### src/rtl/pipe_hazard_ctrl_pkg.sv
// Shared types for the pipeline hazard controller: scoreboard entry layout,
// redirect FSM states and forwarding select encoding.
package pipe_hazard_ctrl_pkg;

   localparam int NREG  = 32;
   localparam int AGE_W = 2;
   localparam int RA_W  = $clog2(NREG);

   // age: 0 = writer in E, 1 = in M, 2 = in W
   typedef struct packed {
      logic             valid;
      logic             is_load;
      logic [AGE_W-1:0] age;
   } sb_entry_t;

   typedef enum logic {
      HZ_RUN,
      HZ_DRAIN
   } hz_state_t;

   typedef enum logic [1:0] {
      FWD_RF = 2'd0,
      FWD_M  = 2'd1,
      FWD_W  = 2'd2
   } fwd_sel_t;

   // Select is captured at issue and used one stage later, when the writer has moved on.
   function automatic fwd_sel_t fwd_from_age(input sb_entry_t e);
      fwd_sel_t sel;
      sel = FWD_RF;
      if (e.valid) begin
         if (e.age == AGE_W'(0))      sel = FWD_M;
         else if (e.age == AGE_W'(1)) sel = FWD_W;
      end
      return sel;
   endfunction

endpackage

### src/rtl/pipe_hazard_ctrl_if.sv
// Decoder/bus-status inputs and stall/flush/forwarding outputs of the hazard controller.
interface pipe_hazard_ctrl_if;
   import pipe_hazard_ctrl_pkg::*;

   logic            d_valid;
   logic [RA_W-1:0] d_ra1;
   logic [RA_W-1:0] d_ra2;
   logic            d_ra1En;
   logic            d_ra2En;
   logic [RA_W-1:0] d_wa;
   logic            d_RegWEn;
   logic            d_is_load;
   logic            e_redirect;
   logic            ibus_pending;
   logic            ibus_resp;
   logic            dbus_wait;

   logic            stall_f;
   logic            stall_d;
   logic            stall_e;
   logic            stall_m;
   logic            bubble_e;
   logic            bubble_w;
   logic            flush_d;
   logic            drop_fetch;
   logic [1:0]      fwd_a;
   logic [1:0]      fwd_b;

   modport master (
      output d_valid, d_ra1, d_ra2, d_ra1En, d_ra2En, d_wa, d_RegWEn, d_is_load,
             e_redirect, ibus_pending, ibus_resp, dbus_wait,
      input  stall_f, stall_d, stall_e, stall_m, bubble_e, bubble_w, flush_d,
             drop_fetch, fwd_a, fwd_b
   );

   modport slave (
      input  d_valid, d_ra1, d_ra2, d_ra1En, d_ra2En, d_wa, d_RegWEn, d_is_load,
             e_redirect, ibus_pending, ibus_resp, dbus_wait,
      output stall_f, stall_d, stall_e, stall_m, bubble_e, bubble_w, flush_d,
             drop_fetch, fwd_a, fwd_b
   );

endinterface

### src/rtl/pipe_hazard_ctrl_scoreboard.sv
// Per-register record of the youngest in-flight writer, aged one stage per advancing cycle.
module hazard_scoreboard
   import pipe_hazard_ctrl_pkg::*;
(
   input  logic            clk,
   input  logic            reset,
   input  logic            adv,
   input  logic            set_en,
   input  logic [RA_W-1:0] set_wa,
   input  logic            set_load,
   input  logic [RA_W-1:0] rd_a1,
   input  logic [RA_W-1:0] rd_a2,
   output sb_entry_t       rd_e1,
   output sb_entry_t       rd_e2
);

   sb_entry_t sb_q [NREG];
   sb_entry_t sb_d [NREG];

   always_comb begin
      sb_d = sb_q;
      if (adv) begin
         for (int r = 0; r < NREG; r++) begin
            if (sb_q[r].valid) begin
               if (sb_q[r].age == AGE_W'(2)) sb_d[r] = '0;
               else                          sb_d[r].age = sb_q[r].age + 1'b1;
            end
         end
         // Applied after aging so a new writer replaces any older one for the same register.
         if (set_en && set_wa != '0) begin
            sb_d[set_wa].valid   = 1'b1;
            sb_d[set_wa].is_load = set_load;
            sb_d[set_wa].age     = '0;
         end
      end
   end

   always_ff @(posedge clk or negedge reset) begin
      if (!reset) begin
         for (int r = 0; r < NREG; r++) sb_q[r] <= '0;
      end else begin
         sb_q <= sb_d;
      end
   end

   assign rd_e1 = sb_q[rd_a1];
   assign rd_e2 = sb_q[rd_a2];

endmodule

### src/rtl/pipe_hazard_ctrl.sv
// Stall/flush sequencer for the 5-stage pipeline: redirect drain FSM, load-use and forwarding.
//   state    | meaning
//   HZ_RUN   | normal flow; redirects and load-use handled in the cycle they appear
//   HZ_DRAIN | wrong-path fetch still outstanding; D flushed until its response is dropped
module pipe_hazard_ctrl
   import pipe_hazard_ctrl_pkg::*;
(
   input  logic              clk,
   input  logic              reset,
   pipe_hazard_ctrl_if.slave hz
);

   hz_state_t state_q, state_d;
   fwd_sel_t  fwd_a_q, fwd_a_d;
   fwd_sel_t  fwd_b_q, fwd_b_d;
   sb_entry_t src1, src2;
   logic      adv, issue, luse, hit1, hit2;
   logic      stall_f, stall_d, stall_e, stall_m;
   logic      bubble_e, bubble_w, flush_d, drop_fetch;

   assign adv   = !hz.dbus_wait;
   assign hit1  = hz.d_ra1En && hz.d_ra1 != '0 && src1.valid && src1.is_load && src1.age == '0;
   assign hit2  = hz.d_ra2En && hz.d_ra2 != '0 && src2.valid && src2.is_load && src2.age == '0;
   assign luse  = hz.d_valid && (hit1 || hit2);
   assign issue = hz.d_valid && !stall_d && !flush_d && adv;

   hazard_scoreboard u_sb (
      .clk      (clk),
      .reset    (reset),
      .adv      (adv),
      .set_en   (issue && hz.d_RegWEn),
      .set_wa   (hz.d_wa),
      .set_load (hz.d_is_load),
      .rd_a1    (hz.d_ra1),
      .rd_a2    (hz.d_ra2),
      .rd_e1    (src1),
      .rd_e2    (src2)
   );

   always_comb begin
      stall_f    = 1'b0;
      stall_d    = 1'b0;
      stall_e    = 1'b0;
      stall_m    = 1'b0;
      bubble_e   = 1'b0;
      bubble_w   = 1'b0;
      flush_d    = 1'b0;
      drop_fetch = 1'b0;
      state_d    = state_q;
      // The wrong-path response can land while M is stalled, so draining ignores dbus_wait.
      if (state_q == HZ_DRAIN) begin
         flush_d    = 1'b1;
         drop_fetch = hz.ibus_resp;
         if (hz.ibus_resp) state_d = HZ_RUN;
      end
      if (hz.dbus_wait) begin
         stall_f  = 1'b1;
         stall_d  = 1'b1;
         stall_e  = 1'b1;
         stall_m  = 1'b1;
         bubble_w = 1'b1;
      end else if (state_q == HZ_RUN) begin
         if (hz.e_redirect) begin
            flush_d  = 1'b1;
            bubble_e = 1'b1;
            if (hz.ibus_pending && !hz.ibus_resp) state_d = HZ_DRAIN;
         end else if (luse) begin
            stall_f  = 1'b1;
            stall_d  = 1'b1;
            bubble_e = 1'b1;
         end
      end
   end

   always_comb begin
      fwd_a_d = fwd_a_q;
      fwd_b_d = fwd_b_q;
      if (adv) begin
         fwd_a_d = FWD_RF;
         fwd_b_d = FWD_RF;
         if (issue) begin
            if (hz.d_ra1 != '0) fwd_a_d = fwd_from_age(src1);
            if (hz.d_ra2 != '0) fwd_b_d = fwd_from_age(src2);
         end
      end
   end

   always_ff @(posedge clk or negedge reset) begin
      if (!reset) begin
         state_q <= HZ_RUN;
         fwd_a_q <= FWD_RF;
         fwd_b_q <= FWD_RF;
      end else begin
         state_q <= state_d;
         fwd_a_q <= fwd_a_d;
         fwd_b_q <= fwd_b_d;
      end
   end

   assign hz.stall_f    = reset & stall_f;
   assign hz.stall_d    = reset & stall_d;
   assign hz.stall_e    = reset & stall_e;
   assign hz.stall_m    = reset & stall_m;
   assign hz.bubble_e   = reset & bubble_e;
   assign hz.bubble_w   = reset & bubble_w;
   assign hz.flush_d    = reset & flush_d;
   assign hz.drop_fetch = reset & drop_fetch;
   assign hz.fwd_a      = fwd_a_q;
   assign hz.fwd_b      = fwd_b_q;

endmodule

### src/flat_wrapper.sv
// flat-port wrapper written by rule: the top's interface ports become plain ports
module pipe_hazard_ctrl_flat import pipe_hazard_ctrl_pkg::*;
  (clk, reset, hz_d_valid, hz_d_ra1, hz_d_ra2, hz_d_ra1En, hz_d_ra2En, hz_d_wa, hz_d_RegWEn, hz_d_is_load, hz_e_redirect, hz_ibus_pending, hz_ibus_resp, hz_dbus_wait, hz_stall_f, hz_stall_d, hz_stall_e, hz_stall_m, hz_bubble_e, hz_bubble_w, hz_flush_d, hz_drop_fetch, hz_fwd_a, hz_fwd_b);
  pipe_hazard_ctrl_if hz_i ();
  input  logic clk;
  input  logic reset;
  input wire logic [$bits(hz_i.d_valid)-1:0] hz_d_valid;
  input wire logic [$bits(hz_i.d_ra1)-1:0] hz_d_ra1;
  input wire logic [$bits(hz_i.d_ra2)-1:0] hz_d_ra2;
  input wire logic [$bits(hz_i.d_ra1En)-1:0] hz_d_ra1En;
  input wire logic [$bits(hz_i.d_ra2En)-1:0] hz_d_ra2En;
  input wire logic [$bits(hz_i.d_wa)-1:0] hz_d_wa;
  input wire logic [$bits(hz_i.d_RegWEn)-1:0] hz_d_RegWEn;
  input wire logic [$bits(hz_i.d_is_load)-1:0] hz_d_is_load;
  input wire logic [$bits(hz_i.e_redirect)-1:0] hz_e_redirect;
  input wire logic [$bits(hz_i.ibus_pending)-1:0] hz_ibus_pending;
  input wire logic [$bits(hz_i.ibus_resp)-1:0] hz_ibus_resp;
  input wire logic [$bits(hz_i.dbus_wait)-1:0] hz_dbus_wait;
  output wire logic [$bits(hz_i.stall_f)-1:0] hz_stall_f;
  output wire logic [$bits(hz_i.stall_d)-1:0] hz_stall_d;
  output wire logic [$bits(hz_i.stall_e)-1:0] hz_stall_e;
  output wire logic [$bits(hz_i.stall_m)-1:0] hz_stall_m;
  output wire logic [$bits(hz_i.bubble_e)-1:0] hz_bubble_e;
  output wire logic [$bits(hz_i.bubble_w)-1:0] hz_bubble_w;
  output wire logic [$bits(hz_i.flush_d)-1:0] hz_flush_d;
  output wire logic [$bits(hz_i.drop_fetch)-1:0] hz_drop_fetch;
  output wire logic [$bits(hz_i.fwd_a)-1:0] hz_fwd_a;
  output wire logic [$bits(hz_i.fwd_b)-1:0] hz_fwd_b;
  assign hz_i.d_valid = hz_d_valid;
  assign hz_i.d_ra1 = hz_d_ra1;
  assign hz_i.d_ra2 = hz_d_ra2;
  assign hz_i.d_ra1En = hz_d_ra1En;
  assign hz_i.d_ra2En = hz_d_ra2En;
  assign hz_i.d_wa = hz_d_wa;
  assign hz_i.d_RegWEn = hz_d_RegWEn;
  assign hz_i.d_is_load = hz_d_is_load;
  assign hz_i.e_redirect = hz_e_redirect;
  assign hz_i.ibus_pending = hz_ibus_pending;
  assign hz_i.ibus_resp = hz_ibus_resp;
  assign hz_i.dbus_wait = hz_dbus_wait;
  assign hz_stall_f = hz_i.stall_f;
  assign hz_stall_d = hz_i.stall_d;
  assign hz_stall_e = hz_i.stall_e;
  assign hz_stall_m = hz_i.stall_m;
  assign hz_bubble_e = hz_i.bubble_e;
  assign hz_bubble_w = hz_i.bubble_w;
  assign hz_flush_d = hz_i.flush_d;
  assign hz_drop_fetch = hz_i.drop_fetch;
  assign hz_fwd_a = hz_i.fwd_a;
  assign hz_fwd_b = hz_i.fwd_b;
  pipe_hazard_ctrl u_core (.clk(clk), .reset(reset), .hz(hz_i));
endmodule
### config.mk
export PLATFORM = sky130hd
export DESIGN_NAME = pipe_hazard_ctrl_flat
export DESIGN_NICKNAME = d
export VERILOG_FILES = /design/src/rtl/pipe_hazard_ctrl_pkg.sv /design/src/rtl/pipe_hazard_ctrl_if.sv /design/src/rtl/pipe_hazard_ctrl_scoreboard.sv /design/src/rtl/pipe_hazard_ctrl.sv /design/src/flat_wrapper.sv
export SDC_FILE = /design/constraint.sdc
export NUM_CORES = 1
export LEC_CHECK = 0
export CAP_MARGIN = 20
export CORE_MARGIN = 1.5
export CORE_UTILIZATION = 62
export DETAILED_ROUTE_END_ITERATION = 7
export PLACE_DENSITY = 0.81
export SYNTH_ARGS = -nofsm -noshare
export SYNTH_HDL_FRONTEND = slang
export SYNTH_SLANG_ARGS = --single-unit
### constraint.sdc
create_clock -name clk -period 5.15 [get_ports clk]
set_input_delay 1.03 -clock clk [delete_from_list [all_inputs] [get_ports clk]]
set_output_delay 1.03 -clock clk [all_outputs]
set_load 0.05 [all_outputs]
### After elaboration in Yosys (flattened, before gate mapping)

Cells that the tools add are included.

| word-level totals | value |
|---|---|
| register bits | 133 |
| input port bits | 26 |
| output and inout port bits | 12 |
| logic and storage cells | 376 |

| cells by class | value |
|---|---|
| $add $sub $neg | 32 |
| order comparisons | 4 |
| equality and inequality tests | 34 |
| multiplexer cells | 173 |
| bitwise gates (word level) | 8 |
| reduce and logical (&&, ||, !) cells | 26 |

Operators with widths:

| operator | count |
|---|---|
| 128-bit bitwise mux | 3 |
| 4-bit two-way mux | 69 |
| 2-bit two-way mux | 75 |
| 128-bit two-way mux | 1 |
| 2-bit by 1-bit adder with 2-bit output (second input constant) | 32 |
| 2-bit equality test (second input constant) | 32 |
| 4-bit demux with 5-bit select | 3 |
| 4-bit binary-select mux with 5-bit select | 2 |
| 1-bit two-way mux | 19 |
| 6-bit >= comparator (second input constant) | 3 |
| 5-bit inverter with 6-bit output | 3 |
| 1-bit logical AND | 16 |
| 5-bit nonzero test | 3 |
| 6-bit by 1-bit < comparator with 1-bit output (second input constant) | 1 |
| 1-bit AND | 5 |
| 2-bit by 1-bit equality test with 1-bit output (second input constant) | 2 |
| 1-bit logical NOT | 4 |
| 2-bit logical NOT | 2 |
| 3-bit two-way mux | 1 |
| 1-bit logical OR | 1 |

### Longest topological paths before layout

Gate-level depths: netlist of run 1.

| depth | value |
|---|---|
| word-level depth | 20 |
| depth in mapped cells | 15 |
| mapped depth without buffers | 8 |

### Modules after synthesis

A second synthesis of run 1 with hierarchy kept.

| second synthesis, totals | value |
|---|---|
| cell total of the unflattened synthesis | 764 |
| area, all modules | 8453.1 sq um |

By module, submodules not included:

| module | instances | cells an instance | area an instance (sq um) | sequential area each (sq um) |
|---|---|---|---|---|
| hazard_scoreboard | 1 | 720 | 8039.0 | 3203.1 |
| pipe_hazard_ctrl | 1 | 44 | 414.1 | 125.1 |

### Worst setup path before layout of run 1

Ideal clock, no wire load.

| timing path | value |
|---|---|
| path type | in2out |
| from | in hz_d_ra2[2] |
| to | out hz_bubble_e |
| arrival time | 4519 ps |
| required time | 4120 ps |
| setup slack | -399 ps |
| stages on the path | 11 |
| buffers on the path | 3 |
| cells stage by stage | buf_2 -> buf_2 -> buf_2 -> mux2i_1 -> nand2_1 -> nand4_1 -> nand4_1 -> a31o_2 -> o21ai_1 -> a21oi_1 -> nor4b_1 |

| between the ends | value |
|---|---|
| word-level cells in the longest chain between the ends | 14 |
| elaborated cells between the ends (all ways) | 17 |
| classes of those cells | mux (7); bitwise (2); reduce/logical (8) |

RTL lines:

| item | line | text |
|---|---|---|
| from (decl) | flat_wrapper.sv:9 | `input wire logic [$bits(hz_i.d_ra2)-1:0] hz_d_ra2;` |
| 5-bit inverter with 6-bit output (implied by the code) | pipe_hazard_ctrl_scoreboard.sv:47 | `assign rd_e2 = sb_q[rd_a2];` |
| 4-bit binary-select mux with 5-bit select | pipe_hazard_ctrl_scoreboard.sv:47 |  |
| 4-bit two-way mux (implied by the code) (2 in series) | pipe_hazard_ctrl_scoreboard.sv:47 |  |
| 1-bit logical AND (2 in series) | pipe_hazard_ctrl.sv:23 | `assign hit2 = hz.d_ra2En && hz.d_ra2 != '0 && src2.valid && src2.is_load && src2.age == '0;` |
| 1-bit logical AND * | pipe_hazard_ctrl.sv:23 |  |
| 1-bit logical OR * | pipe_hazard_ctrl.sv:24 | `assign luse = hz.d_valid && (hit1 \|\| hit2);` |
| 1-bit logical AND * | pipe_hazard_ctrl.sv:24 |  |
| 1-bit two-way mux * | pipe_hazard_ctrl.sv:67 | `end else if (luse) begin` |
| 1-bit two-way mux * | pipe_hazard_ctrl.sv:63 | `if (hz.e_redirect) begin` |
| 1-bit two-way mux * | pipe_hazard_ctrl.sv:62 | `end else if (state_q == HZ_RUN) begin` |
| 1-bit two-way mux * | pipe_hazard_ctrl.sv:56 | `if (hz.dbus_wait) begin` |
| 1-bit AND * | pipe_hazard_ctrl.sv:104 | `assign hz.bubble_e = reset & bubble_e;` |
| to (decl) | flat_wrapper.sv:23 | `output wire logic [$bits(hz_i.bubble_e)-1:0] hz_bubble_e;` |

Every way passes the cells marked *; elsewhere a longest branch is shown, timed or not. The select of a mux whose other input is x is not followed.

### Worst setup path in the final report of run 1

| timing path | value |
|---|---|
| from | in hz_d_ra2[0] |
| to | out hz_bubble_e |

The elaborated chain is that of the path after synthesis.

==> impl_metrics.toml, run 1 <==
[power_and_ir_drop]
p_leak_uw = 0.004092
power.density_nw_per_um2 = 308.6
max-vdd-ir-drop_v = 0.0002745

[sta]
hold_viol = 0
setup_tns_ns = 0
period_minus_slack_ns = 4.959
period_share = 0.9630
max-slew-margin-rel = 0.3436
fin_skew_ns = 0.009840
worst_pin_slew_ns = 0.9822
fmax_ghz = 0.2016
slew_violations = 0
rsz0062_at_grt = "no"
finalSetupViolCount = 0
hold_slack_ns = 0.4744

[layout]
multi_input_area_um2 = 5518
fin_nets = 1052
final_cells = 1223
final_area_um2 = 10510
regArea_um2 = 3328
diodes = 0
syn2layout_area_growth_pct = 11.81
fill_cells = 1115
drive_above_1_share = 0.1261

[floorplan]
start_util = 0.6417
num_io_pins = 38
num_rows = 44
die_y_um = 126.1
placeableCoreArea_um2 = 14640
dieArea_um2 = 15900
die_x_um = 126.1

[clock_network]
insertion_delay_ns = 0.44
cts_sinks = 133
cts_made_buffers = 17
cts-root-buf = "clkbuf_16"
clk_path_buf_depth = 2
htree_levels = 4
ctsHoldBuffers = 0
cts_tree = "built"
clk_pin_slew_ns = 0.06
post-cts-setup-buffers = 0

[global_routing]
grtUsageMet2 = 0.6076
grtUsageTotal = 0.4010
busiest_layer = "met2"
grt_pass1_vias = 8233
antenna_found_initial = 0
overflow = 0
grt_pass1_wl_mm = 47.97
met3_usage = 0.1117
use_met1 = 0.5431
grt_max_degree = 105

[flow_run]
cap_violations = 0

[synthesis]
synthTopCellsByArea = "dfrtp_1 35%, mux4_2 11%, nand2_1 5.0%, mux2i_1 3.1%, a21oi_1 2.6%"
synth-adder-area-share = 0
synthMuxAreaShare = 0.1483
synth_top_family_by_area = "compound AO/OA/AOI/OAI gates"
synth_area_um2 = 9397
synth_edf_count = 0
yosysMostFrequentCell = "dfrtp_1"
ys_seq_area_frac = 0.3542
ys_async_sr_fraction = 1.000
synth_cell_types = 70
synth_top_cell_area_share = 0.3542
syn_nets = 1047
synth_compound_area_frac = 0.2222
avgSynthCellArea_um2 = 9.203
synth-simple-area-share = 0.2152
ys.flop_type = "dfrtp_1"
synth_top_area_cell = "dfrtp_1"
synthXorXnorAreaFrac = 0
yosysWarnings = 0
netlist_instances = 1021
synth_common_cells = "133 x dfrtp_1, 124 x nand2_1, 50 x inv_1"
ys_ff_latch = 133

[route]
drc_errors = 0
wl_mm = 31.08
drtIter0Drc = 1214
first_pass_iters = 8
via_per_inst = 7.324
antenna_left = 0
avgRoutedWirePerCell_um = 25.41
vias = 8957

[setup_path]
critPathRequiredTime_ns = 4.12
crit_type = "in2out"
cp-end-kind = "output port"
critPathArrivalTime_ns = 3.93
worst-path-max-fanout = 20
setup.worst_path.start_class = "input pin"
rr_worst_depth = 9

[placed_design]
dpl.hpwl_mm = 21.62
routabilityCongestion = 1.053
io_buffer_count = 37
placed_area_um2 = 9872
dp_cells = 1191

[outcome]
status = "finished clean"

[hold_path]
worstHoldPathType = "in2async"
[layout make-up]
cell class | instances | share of cell area
clock buffer | 18 | 0.04085
sequential | 133 | 0.3168
multi-input combinational | 759 | 0.5252
inverter | 51 | 0.01822
tap | 184 | 0.02191
clock inverter | 14 | 0.01917
timing repair buffer | 64 | 0.05788
[worst paths after layout]
path                                            from                    end  slack, ns
worst max-delay path                     hz_d_ra2[0]            hz_bubble_e       0.19
worst min-delay path                           reset  u_core.u_sb.sb_q[124]       0.47
worst max register to register  u_core.u_sb.sb_q[93]    u_core.u_sb.sb_q[4]       1.65
worst min register to register    u_core.hz.fwd_a[0]     u_core.hz.fwd_a[0]       0.48
max in group asynchronous                      reset     u_core.hz.fwd_b[1]       3.50
min in group clk                  u_core.hz.fwd_a[0]     u_core.hz.fwd_a[0]       0.48
[critical path, stage by stage]
cell and delay, ns:
clkdlybuf4s50_1 0.51, buf_6 0.24, mux4_2 0.52, mux2i_1 0.15, nand3b_1 0.08, o21ai_0 0.27, o32ai_1 0.22, o21ai_1 0.28
a21oi_1 0.12, nor4b_2 0.33, buf_12 0.18
[report_power, final]
part           total (uW)  internal [uW]  leakage, uW  switching, uW
combinational         603            266      0.00228            337
clock                1320            815     0.000301            503
sequential           1320           1140      0.00151            183
[kinds of logic after synthesis]
family	count (synthesis)
mux	82
flops	133
buf+inv	129
compound gates	288
simple gates	389
[stage by stage]
| stage | setup WS (ns) | util | total power [uW] |
|---|---|---|---|
| finish | 0.1907 | 0.7174 | 3242 |
| global route | 0.01899 | 0.7174 | 3345 |
| CTS | 0.1485 | 0.7172 | 3228 |
| detailed placement | 0.1529 | 0.6741 | 1919 |
| global placement | 0.1622 | 0.6741 | 1910 |
| floorplan | 0.1847 | - | 1685 |
[layout by cell type, fill, tap and decap left out, types with 17 or more instances in the layout]
cell	Yosys	routed
nor2_1	43	43
nand2b_1	29	29
and2_1	19	19
a21oi_1	48	48
o21ai_0	48	48
mux4_2	45	45
clkdlybuf4s50_1	0	30
buf_4	5	26
nor2b_1	19	19
nor3_1	33	33
nand2_1	124	124
clkbuf_16	0	17
mux2i_1	29	29
inv_1	50	50
nand3_1	37	37
dfrtp_1	133	133
and3_1	19	19
a221o_1	17	17
[what timing repair did]
action                                  in CTS  in global routing
hold endpoints to repair                     0                  0
endpoints found under the setup margin       0                  1
resized for setup                            0                  1
[per-layer routing]
| metal | vias to the layer above | wire length, um |
|---|---|---|
| met1 | 4372 | 12220 |
| met4 | 0 | 1334 |
| li1 | 3891 | - |
| met3 | 96 | 3597 |
| met5 | - | 0 |
| met2 | 598 | 13930 |
[sequential cells by signal (all words and copies together), names as in the netlist]
name	flops
u_core.hz.fwd_a	2
u_core.hz.fwd_b	2
u_core.state_q	1
u_core.u_sb.sb_q	128
(Power assumes the default switching activity.)
==> inputs of run 2 (changes only) <==
- CORE_MARGIN: 1.5 -> 5
- MAX_ROUTING_LAYER: default -> met4
==> impl_metrics.toml, run 2 (same netlist as run 1, synthesis figures left out) <==
[clock_network]
cts-resized-gates = 0
cts_tree = "built"
ctsHoldBuffers = 0
insertion_delay_ns = 0.43
clk_path_buf_depth = 2
htree_levels = 4
cts_sinks = 133
cts_made_buffers = 17
cts-root-buf = "clkbuf_16"
post-cts-setup-buffers = 0
clk_pin_slew_ns = 0.06

[placed_design]
dpl.hpwl_mm = 20.95
io_buffer_count = 37
routabilityCongestion = 1.013
dp_cells = 1201
placed_area_um2 = 9935

[route]
via_per_inst = 7.195
antenna_left = 0
wl_mm = 29.95
vias = 8879
drc_errors = 0
first_pass_iters = 6
drtIter0Drc = 1251
avgRoutedWirePerCell_um = 24.27

[setup_path]
cp-end-kind = "output port"
path_depth = 11
rr_worst_depth = 9
setup.worst_path.start_class = "input pin"
path_buf_inv = 3
cp_slowest_cell = "mux4_2"
reg2reg_slack_ns = 1.54
crit_chain = "clkdlybuf4s50_1 -> buf_12 -> mux4_2 -> mux2i_1 -> nand3b_1 -> o21ai_0 -> o32ai_1 -> o21ai_1 -> a21oi_1 -> nor4b_2 -> buf_12"
worst-path-max-fanout = 20
crit_family = "compound AO/OA/AOI/OAI gates"
critPathRequiredTime_ns = 4.12
crit_type = "in2out"
rr_startpoint = "u_core.u_sb.sb_q[121]"
cp_slowest_stage_delay_ns = 0.51
crit_path_frequent_cell = "buf_12"
critPathLaunch = "hz_d_ra2[0]"
critPathArrivalTime_ns = 3.90
r2r-end = "u_core.u_sb.sb_q[4]"

[layout]
mostFrequentLayoutCells = "133 x dfrtp_1, 124 x nand2_1, 50 x inv_1, 48 x o21ai_0, 48 x a21oi_1"
regMostFlops = "u_core.u_sb.sb_q"
largest_reg_flops = 128
fin_nets = 1058
final_cells = 1234
fill_cells = 1164
postLayoutCoreUtil = 0.6993
drive_above_1_share = 0.1311
final_common_cell = "dfrtp_1"
syn2layout_area_growth_pct = 11.88
final_area_um2 = 10510

[hold_path]
worstHoldPathType = "reg2reg"
min_path_cells = 2
hold_end = "u_core.hz.fwd_a[0]"
min_from = "u_core.hz.fwd_a[0]"

[global_routing]
overflow = 0
grt_pass1_vias = 8424
grtUsageTotal = 0.3556
grt_max_degree = 105
grt_pass1_wl_mm = 47.62
antenna_found_initial = 1

[power_and_ir_drop]
power.density_nw_per_um2 = 297.6
p_clk_frac = 0.384
intPower_uw = 2133
p_seq_frac = 0.422
p_switching_uw = 995.9
max-vdd-ir-drop_v = 0.0002854
p_comb_frac = 0.194
p_leak_uw = 0.004111
switching_share = 0.3183

[floorplan]
die_y_um = 133.1
dieArea_um2 = 17720
placeableCoreArea_um2 = 15030
num_rows = 45
die_x_um = 133.1
num_io_pins = 38
start_util = 0.6251

[sta]
period_minus_slack_ns = 4.928
period_share = 0.9570
setup_tns_ns = 0
rsz0062_at_grt = "no"
slew_violations = 0
worst_pin_slew_ns = 0.9957
fin_skew_ns = 0.009070
finalSetupViolCount = 0
fmax_ghz = 0.2029
hold_viol = 0
hold_slack_ns = 0.4857
max-slew-margin-rel = 0.3346

[flow_run]
cap_violations = 0

[outcome]
status = "finished clean"
## run 2: cell types whose count changed in the layout (fill, tap and decap cells not counted), sizes merged
cell,previous run,this run
inv,52,51
clkinv,7,10
buf,34,40
bufinv,4,2
clkinvlp,2,1
diode,0,1
clkbuf,18,19
## run 2: how the worst max path moves through the flow
stage | to | slack, ns
after floorplan | hz_stall_f | 0.18
after global placement | hz_bubble_e | 0.31
after detailed placement | hz_bubble_e | 0.25
after CTS | hz_bubble_e | 0.25
after global routing | hz_bubble_e | 0.1
final | hz_bubble_e | 0.22
## run 2: power by group through the flow
stage          Combinational [uW]  Sequential [uW]  Clock, uW
6_report                      606             1320       1200
5_1_grt                       663             1330       1260
4_1_cts                       601             1310       1210
3_5_place_dp                  597             1320          0
3_3_place_gp                  585             1320          0
2_1_floorplan                 434             1250          0
## run 2: per-stage QoR
| stage | power [uW] | worst slack, ns |
|---|---|---|
| 2_1_floorplan | 1685 | 0.1847 |
| 3_3_place_gp | 1902 | 0.3142 |
| 3_5_place_dp | 1918 | 0.2519 |
| 4_1_cts | 3115 | 0.2467 |
| 5_1_grt | 3253 | 0.09813 |
| 6_report | 3129 | 0.2216 |
## run 2: worst min-delay path: cells and delay by family (launching register included)
family | cells | cell delay, ns
flip-flops | 1 | 0.35
AND/OR/NAND/NOR | 2 | 0.10
## run 2: metal layers
metal  vias up  wire length, um  GRT usage
met2       613            13330     0.5076
met5         -                0          -
li1       3897                -          -
met3       102             3751     0.1046
met1      4267            11520     0.4755
met4         0             1336     0.1531
## run 2: final cells by class
class / count / area, um^2 / share of cell area
inverters: 51 / 191.4 / 0.01821
repair buffers: 70 / 661.9 / 0.06296
well taps: 188 / 235.2 / 0.02238
clock buffers: 19 / 442.9 / 0.04213
multi-input cells: 759 / 5518 / 0.5249
clock inverters: 13 / 132.6 / 0.01262
diodes: 1 / 2.502 / 0.0002380
flip-flops and latches: 133 / 3328 / 0.3166
==> inputs of run 3 (changes only) <==
- SETUP_SLACK_MARGIN: default -> 0.02
==> results of run 3 <==
Same layout as run 2: the final DEF is identical, and so are final timing and power.
